**src/rtl/t02_wb_manager.sv**
```systemverilog
// Wishbone classic single-beat manager for the t02 RAM request port.
// Each Ren/Wen request becomes one CYC/STB cycle with ACK timeout and error reporting.
module t02_wb_manager #(
  parameter int unsigned TIMEOUT  = 255,
  parameter logic [31:0] ERR_DATA = 32'hBAD1BAD1
) (
  input  logic        CLK,
  input  logic        RST,
  input  logic        Ren,
  input  logic        Wen,
  input  logic [31:0] ramaddr,
  input  logic [31:0] ramstore,
  output logic [31:0] ramload,
  output logic        busy_o,
  output logic        bus_err,
  output logic [31:0] ADR_O,
  output logic [31:0] DAT_O,
  output logic [3:0]  SEL_O,
  output logic        WE_O,
  output logic        CYC_O,
  output logic        STB_O,
  input  logic [31:0] DAT_I,
  input  logic        ACK_I,
  input  logic        ERR_I
);

  typedef enum logic [1:0] {IDLE, BUS, DONE} state_t;

  localparam logic [15:0] LAST = 16'(TIMEOUT - 1);

  state_t      state;
  state_t      state_next;
  logic [15:0] count;
  logic        req;
  logic        abort;
  logic        finish;

  assign req    = Ren | Wen;
  // ERR_I wins over a simultaneous ACK_I; an ACK on the final allowed cycle still succeeds
  assign abort  = ERR_I | (~ACK_I & (count == LAST));
  assign finish = ACK_I | abort;
  assign busy_o = ((state == IDLE) & req) | (state == BUS);
  assign SEL_O  = 4'hF;

  always_ff @(posedge CLK) begin
    if (RST) state <= IDLE;
    else     state <= state_next;
  end

  always_comb begin
    state_next = state;
    case (state)
      IDLE:    if (req) state_next = BUS;
      BUS:     if (finish) state_next = DONE;
      DONE:    state_next = IDLE;
      default: state_next = IDLE;
    endcase
  end

  always_ff @(posedge CLK) begin
    if (RST) begin
      CYC_O   <= 1'b0;
      STB_O   <= 1'b0;
      WE_O    <= 1'b0;
      bus_err <= 1'b0;
      ADR_O   <= '0;
      DAT_O   <= '0;
      ramload <= '0;
      count   <= '0;
    end else begin
      bus_err <= 1'b0;
      case (state)
        IDLE: begin
          if (req) begin
            ADR_O <= ramaddr;
            DAT_O <= ramstore;
            WE_O  <= Wen;
            CYC_O <= 1'b1;
            STB_O <= 1'b1;
            count <= '0;
          end
        end
        BUS: begin
          if (abort) begin
            CYC_O   <= 1'b0;
            STB_O   <= 1'b0;
            bus_err <= 1'b1;
            if (!WE_O) ramload <= ERR_DATA;
          end else if (ACK_I) begin
            CYC_O <= 1'b0;
            STB_O <= 1'b0;
            if (!WE_O) ramload <= DAT_I;
          end else begin
            count <= count + 16'd1;
          end
        end
        default: ;
      endcase
    end
  end

endmodule
```
**config.mk**
```make
export PLATFORM = sky130hd
export DESIGN_NAME = t02_wb_manager
export DESIGN_NICKNAME = d
export VERILOG_FILES = /design/src/rtl/t02_wb_manager.sv
export SDC_FILE = /design/constraint.sdc
export NUM_CORES = 1
export LEC_CHECK = 0
export CORE_AREA = 4 4 102 114
export DETAILED_ROUTE_END_ITERATION = 8
export DIE_AREA = 0 0 106 118
export GPL_TIMING_DRIVEN = 1
export PLACE_DENSITY_LB_ADDON = 0.1
export REMOVE_ABC_BUFFERS = 1
export SLEW_MARGIN = 20
export SYNTH_ARGS = -nofsm -noshare
export SYNTH_HDL_FRONTEND = slang
export SYNTH_SLANG_ARGS = --single-unit
```
**constraint.sdc**
```tcl
create_clock -name CLK -period 3.3 [get_ports CLK]
set_input_delay 0.33 -clock CLK [delete_from_list [all_inputs] [get_ports CLK]]
set_output_delay 0.33 -clock CLK [all_outputs]
set_load 0.02 [all_outputs]
```
# Word level (Yosys, flattened, before mapping)
# Index checks and enable logic that the tools add are counted.
[classes] eq_ne=9 n_reduce_logical=9 n_bitwise=8 mux=16 addsub=1
[op_table] op="$mux W32" n=4
[op_table] op="$mux W16" n=3
[op_table] op="$pmux W16 S2" n=1
[op_table] op="$add A16 B1 Y16 const B" n=1
[op_table] op="$eq A16 B8 Y1 const B" n=1
[op_table] op="$ne A2 B2 Y1 const B" n=6
[op_table] op="$reduce_and A4 Y1" n=2
[op_table] op="$mux W1" n=4
[op_table] op="$mux W2" n=2
[op_table] op="$or A1 B1 Y1" n=4
[op_table] op="$pmux W2 S2" n=1
[op_table] op="$reduce_and A2 Y1" n=2
[op_table] op="$reduce_bool A2 Y1" n=2
[op_table] op="$ne A3 B3 Y1 const B" n=1
[op_table] op="$reduce_and A3 Y1" n=1
[op_table] op="$and A1 B1 Y1" n=2
[op_table] op="$eq A2 B1 Y1 const B" n=1
[op_table] op="$logic_not A2 Y1" n=1
[op_table] op="$not A1 Y1" n=2
[op_table] op="$pmux W1 S2" n=1
[op_table] op="$reduce_or A2 Y1" n=1
[word_totals] ff_bits=117 out_inout_bits=105

# Logic depth before layout (Yosys ltp)
# Gate-level depths: netlist of the first run.
[logic_depth] depth_word=6 depth_mapped=8 ltp_nobuf=6

# Worst setup path before layout of the first run
# Ideal clock, no wire load.
[synth_timing] path_kind="flip-flop to flip-flop" from="register count[0]" to="register ramload[3]" path_stages_with_launch=9 period_less_slack_ns=1.836 arrival_ns=1.717 t_required_ns=3.181 setup_slack_ns=1.464 setup_time_ns=0.119 path_buffers=2 cell_sequence="dfxtp_1 > inv_1 > ha_1 > nor4b_4 > nand4_4 > a211o_1 > buf_6 > buf_12 > mux2i_1"
[synth_via] elab_chain_len=5 elab_cells_between_ends=7 cone_classes="2 x eq/ne; 1 x mux; 2 x bitwise; 2 x reduce/logical"
[synth_lines] item="from (decl)" line="33" source="logic [15:0] count;"
[synth_lines] item="from (signal assigned)" line="94" source="count <= count + 16'd1;"
[synth_lines] item="$eq A16 B8 Y1 *" line="40" source="assign abort = ERR_I | (~ACK_I & (count == LAST));"
[synth_lines] item="$and A1 B1 Y1 *" line="40"
[synth_lines] item="$or A1 B1 Y1 *" line="40"
[synth_lines] item="$ne A2 B2 Y1 (no source line) / $reduce_bool A2 Y1 (equally long branches)"
[synth_lines] item="$reduce_and A4 Y1 (no source line)"
[synth_lines] item="to (signal assigned)" line="68" source="ramload <= '0;"
[synth_lines] item="to (signal assigned)" line="88" source="if (!WE_O) ramload <= ERR_DATA;"
[synth_lines] item="to (signal assigned)" line="92" source="if (!WE_O) ramload <= DAT_I;"
[synth_lines] item="to (decl)" line="13" source="output logic [31:0] ramload,"
# Every way passes the cells marked *; elsewhere a longest branch is shown, timed or not.
# A chain may end at the register's enable or synchronous reset.

# Worst setup path after layout of the first run
[layout_timing] from="register count[1]" to="register count[12]"
[layout_via] elab_chain_len=5 elab_cells_between_ends=9 cone_classes="1 x add/sub; 2 x eq/ne; 3 x mux; 2 x bitwise; 1 x reduce/logical"
[layout_lines] item="branches (longest 5 deep; another with $add A16 B1 Y16)"
# Several ways; the timed one is not identified. The select of a mux whose other input is x is not followed.

==> results.toml, run 1 <==
[finish]
synthToLayoutAreaGrowth_pct = 57.3
drive_gt1_frac = 0.0944
fillers = 832
fin_cells = 875
nets = 823

[yosys]
synth_area_leaders = "dfxtp_1, nand2_1, a21oi_1"
ys_ff_latch = 117
synth_top_family_by_area = "simple AND/OR/NAND/NOR gates"
synthesis.area_mm2 = 0.00463
synth_top_area_frac = 0.505
yosys.cell_types.count = 51
synth_adder_area_share = 0.00540
yosys.area_share.simple = 0.236
synth.area.mux_share = 0.0302
yosysSeqAreaShare = 0.505
synth_compound_area_frac = 0.173
synthCells = 531
yosys.area.top_type = "dfxtp_1"
ys_warn_count = 0
synthXorXnorAreaFrac = 0
ys.flop_type = "dfxtp_1"
async_flop_share = 0
synth_edf_count = 0
syn_area_per_cell_um2 = 8.73

[detailed_routing]
vias = 4548
drtIter0Drc = 214
drt_drc_violations_left = 0
drt_pass1_iterations = 4
post_drt_wl_per_cell_um = 16.7
via_per_inst = 5.20
wirelength_um = 14700
ant_nets = 0

[critical_path]
cp.required_ns = 3.64
start_kind = "flip-flop"
setup.worst_path.end_class = "flip-flop"
path_class = "reg2reg"
crit_arrival_ns = 2.59
critPathMaxFanout = 6
worst-r2r-cell-count = 5

[floorplan]
ios = 207
start_util = 0.448
die_y_um = 118
die_w_um = 106
die_area_mm2 = 0.0125
fp.coreArea_mm2 = 0.0103
fp-row-count = 39

[global_routing]
grt_pass1_vias = 4418
grt_overflow = 0
grt_use_total = 0.232
grt_first_pass_wirelength_um = 23100
antenna_found_initial = 1
grt_max_degree = 67

[job]
cap_viol_max_count = 0

[hold_path]
hold_class = "in2reg"
min_path_cells = 2

[clocking]
clock_tree.buffer_depth = 2
cts_tree = "done"
cts_made_buffers = 17
htree_levels = 4
clockRootBuffer = "clkbuf_16"
clk_pin_slew_ns = 0.05
cts_sinks = 117
post_cts_resized = 0
hold_buffers = 0
clk_latency_ns = 0.40
cts_setup_buffers = 0

[sta]
hold_viol = 0
fin_crit_sh = 0.682
rsz0062_at_grt = "false"
max_slew.worst_pin.slew_ns = 0.870
finalHoldWorstSlack_ns = 0.284
period_needed_ns = 2.25
setup_viol = 0
slew_violations = 0
fmax_mhz = 444
fin_tns_setup_ns = 0
skew_ns = 0.0103
slew_headroom = 0.415
timing.final.ws_setup_ns = 1.05

[placement]
io_buffers = 202
gp_congestion = 0.906
placed_cells = 843
dp_slack_ns = 0.742
dpl.hpwl_um = 10500

[power]
leakage_nw = 2.79
max-vdd-ir-drop_mv = 0.346
power_density_mw_per_mm2 = 565

[outcome]
status = "complete, no violations"
-- critical path, stage by stage (launching register included) --
cell and delay, ns:
dfxtp_1 0.42, ha_1 0.19, nor4b_4 0.31, nand4_1 0.24, a21boi_0 0.74, a221o_1 0.28
-- state kept, by name (all words and copies together) (netlist names) --
register / count
WE_O: 1
state: 2
count: 16
ADR_O: 32
bus_err: 1
ramload: 32
DAT_O: 32
STB_O: 1
-- metrics by stage --
step,area (um^2),total power [mW],utilization
global placement,6700,2.31,0.648
global route,7290,4.27,0.705
CTS,7290,4.15,0.705
detailed placement,6700,2.33,0.648
finish,7290,4.12,0.705
floorplan,4440,1.91,-
-- kinds of logic (layout without fill, tap and decap cells) --
| family | count (synthesis) | in the layout |
|---|---|---|
| DFF | 117 | 117 |
| buffers and inverters | 47 | 244 |
| other | 1 | 5 |
| and+or+nand+nor | 230 | 230 |
| AOI/OAI and AO/OA | 120 | 120 |
| adders and majority gates | 2 | 2 |
| muxes | 14 | 14 |
-- final cells by class --
cell class                 instances  area, um^2  share of cell area
clock buffer                      21         460              0.0631
tap                              143         179              0.0245
timing repair buffer             207        2080               0.285
clock inverter                    10         130              0.0178
multi-input combinational        370        2080               0.285
inverter                           6        22.5             0.00309
sequential                       117        2340               0.321
antenna                            1        2.50            0.000343
-- placed cells by master (no fill, tap or decap), types with 4 or more instances in the layout --
| master | n |
|---|---|
| dfxtp_1 | 117 |
| inv_1 | 6 |
| a221o_1 | 5 |
| o21ai_0 | 6 |
| mux2i_1 | 14 |
| nand4_1 | 9 |
| nand3_1 | 21 |
| clkdlybuf4s50_1 | 201 |
| clkbuf_16 | 17 |
| nand2_1 | 148 |
| clkinv_2 | 5 |
| nor2_1 | 13 |
| conb_1 | 4 |
| o221a_2 | 18 |
| a21oi_1 | 73 |
| o211ai_1 | 5 |
| a31oi_1 | 4 |
| and3_1 | 7 |
-- per-layer routing --
| layer | track usage | wire length, um | vias to the layer above |
|---|---|---|---|
| met3 | 0.0812 | 1080 | 15 |
| met5 | 0 | 0 | - |
| li1 | - | - | 2233 |
| met4 | 0.0826 | 187 | 0 |
| met2 | 0.406 | 7790 | 180 |
| met1 | 0.260 | 5600 | 2120 |
-- Yosys cell counts (all sizes together) (3+ instances only) --
cell type,number
nand2,149
dfxtp,117
a21oi,73
clkbuf,23
nand3,21
buf,18
o221a,18
mux2i,14
nor2,13
nand4,10
and3,9
inv,6
o21ai,6
a221o,5
o211ai,5
a31oi,4
nor3,4
and2,3
and4,3
nor4,3
or3,3
-- report_power, final --
group	switching (mW)	leakage, nW	internal, mW
Sequential	0.0528	0.959	1.51
Clock	0.612	0.288	1.21
Combinational	0.372	1.55	0.359
-- worst paths after layout --
| path | start | to | slack [ns] |
|---|---|---|---|
| min reg2reg | DAT_O[1] | DAT_O[1] | 0.45 |
| min | RST | count[1] | 0.28 |
| max | count[1] | count[12] | 1.05 |
| max reg2reg | count[1] | count[12] | 1.05 |
No activity file was read; power rests on OpenSTA's default activity.
==> run 2: changes to the inputs <==
--- a/config.mk
+++ b/config.mk
@@ -5,9 +5,9 @@
 export SDC_FILE = /design/constraint.sdc
 export NUM_CORES = 1
 export LEC_CHECK = 0
-export CORE_AREA = 4 4 102 114
+export CORE_AREA = 4 4 106 118
 export DETAILED_ROUTE_END_ITERATION = 8
-export DIE_AREA = 0 0 106 118
+export DIE_AREA = 0 0 110 122
 export GPL_TIMING_DRIVEN = 1
 export PLACE_DENSITY_LB_ADDON = 0.1
 export REMOVE_ABC_BUFFERS = 1
==> constraint.sdc (replaced) <==
create_clock -name CLK -period 2.2 [get_ports CLK]
set_input_delay 0.22 -clock CLK [delete_from_list [all_inputs] [get_ports CLK]]
set_output_delay 0.22 -clock CLK [all_outputs]
set_load 0.02 [all_outputs]
==> results.toml, run 2 (same netlist as run 1, synthesis figures left out) <==
[global_routing]
grt_overflow = 0
busiest_layer = "met2"
use_met2 = 0.351
grt_first_pass_wirelength_um = 22100
grt_pass1_vias = 4437
grt_max_degree = 66
grt_use_total = 0.210
use_met3 = 0.0678
antenna_found_initial = 0
grtUsageMet1 = 0.242

[finish]
fillers = 953
final_cell_area_mm2 = 0.00742
reg.largest.list = "ADR_O x32, DAT_O x32, ramload x32"
drive_gt1_frac = 0.107
seq_area_mm2 = 0.00234
n_antenna_cell = 0
synthToLayoutAreaGrowth_pct = 60.1
utilization = 0.654
multi_input_area_mm2 = 0.00208
nets = 832
final_cell_mix = "clkdlybuf4s50_1, nand2_1, dfxtp_1, a21oi_1, nand3_1"
final_common_cell = "clkdlybuf4s50_1"
fin_cells = 890

[sta]
fmax_mhz = 497
hold_viol = 0
skew_ns = 0.0131
finalHoldWorstSlack_ns = 0.167
fin_tns_setup_ns = 0
max_slew.worst_pin.slew_ns = 0.644
rsz0062_at_grt = "false"
slew_violations = 0
period_needed_ns = 2.01
setup_viol = 0
timing.final.ws_setup_ns = 0.189
slew_headroom = 0.571
fin_crit_sh = 0.914

[detailed_routing]
drtIter0Drc = 286
wirelength_um = 14400
vias = 4556
drt_pass1_iterations = 5
via_per_inst = 5.12
ant_nets = 0
post_drt_wl_per_cell_um = 16.2
drt_drc_violations_left = 0

[critical_path]
setup.worst_path.end_class = "flip-flop"
crit_family = "simple AND/OR/NAND/NOR gates"
critPathMaxFanout = 14
cp.required_ns = 2.48
max_stage_delay_ns = 0.43
path_buf_inv = 1
crit_chain = "ha_1, nor4b_4, nand4_4, a211o_1, buf_12, mux2i_1"
start_kind = "flip-flop"
crit_arrival_ns = 2.29
slowest_stage = "dfxtp_1"
path_class = "reg2reg"

[clocking]
cts_made_buffers = 17
post_cts_resized = 0
clock_tree.buffer_depth = 2
cts_sinks = 117
htree_levels = 4
clk_pin_slew_ns = 0.05
cts_setup_buffers = 0
clockRootBuffer = "clkbuf_16"
clk_latency_ns = 0.40
cts_tree = "done"
hold_buffers = 0

[placement]
gp_congestion = 0.824
placed_area_mm2 = 0.00680
dp_slack_ns = 0.0992
dpl.hpwl_um = 10200
placed_cells = 859
io_buffers = 202

[floorplan]
ios = 207
die_y_um = 122
die_w_um = 110
fp-row-count = 41
die_area_mm2 = 0.0134
start_util = 0.409
fp.coreArea_mm2 = 0.0113

[power]
max-vdd-ir-drop_mv = 0.466
p_total_mw = 6.29
leakage_nw = 2.86
power_density_mw_per_mm2 = 848

[outcome]
status = "complete, no violations"

[hold_path]
hold_class = "in2reg"

[job]
cap_viol_max_count = 0
run 2: cell type report:
class                   instances  share of cell area
multi-input cells             370               0.280
well taps                     150              0.0253
flip-flops and latches        117               0.316
inverters                       6             0.00304
clock inverters                 8              0.0164
repair buffers                216               0.293
clock buffers                  23              0.0671
run 2: per-layer routing:
metal	routed length, um	vias up	share of wire
met1	5780	2111	0.40
li1	-	2242	-
met5	0	-	0
met2	7040	180	0.49
met3	1190	23	0.083
met4	381	0	0.026
run 2: worst reg2reg max path: stages (launching register included):
cell and delay, ns:
dfxtp_1 0.43, ha_1 0.22, nor4b_4 0.32, nand4_4 0.24, a211o_1 0.39, buf_12 0.17
mux2i_1 0.13
run 2: worst paths after layout:
kind,to,slack [ns],start,depth (start not counted)
worst min-delay path,count[8],0.17,RST,2
worst max register to register,ramload[2],0.19,count[1],6
worst max-delay path,ramload[2],0.19,count[1],6
worst min register to register,DAT_O[2],0.45,DAT_O[2],2
run 2: report_power, final:
group          switching (mW)  internal, mW  total [mW]
sequential             0.0788          2.27        2.35
clock                   0.909          1.92        2.83
combinational           0.559         0.558        1.12
total                    1.55          4.75        6.29
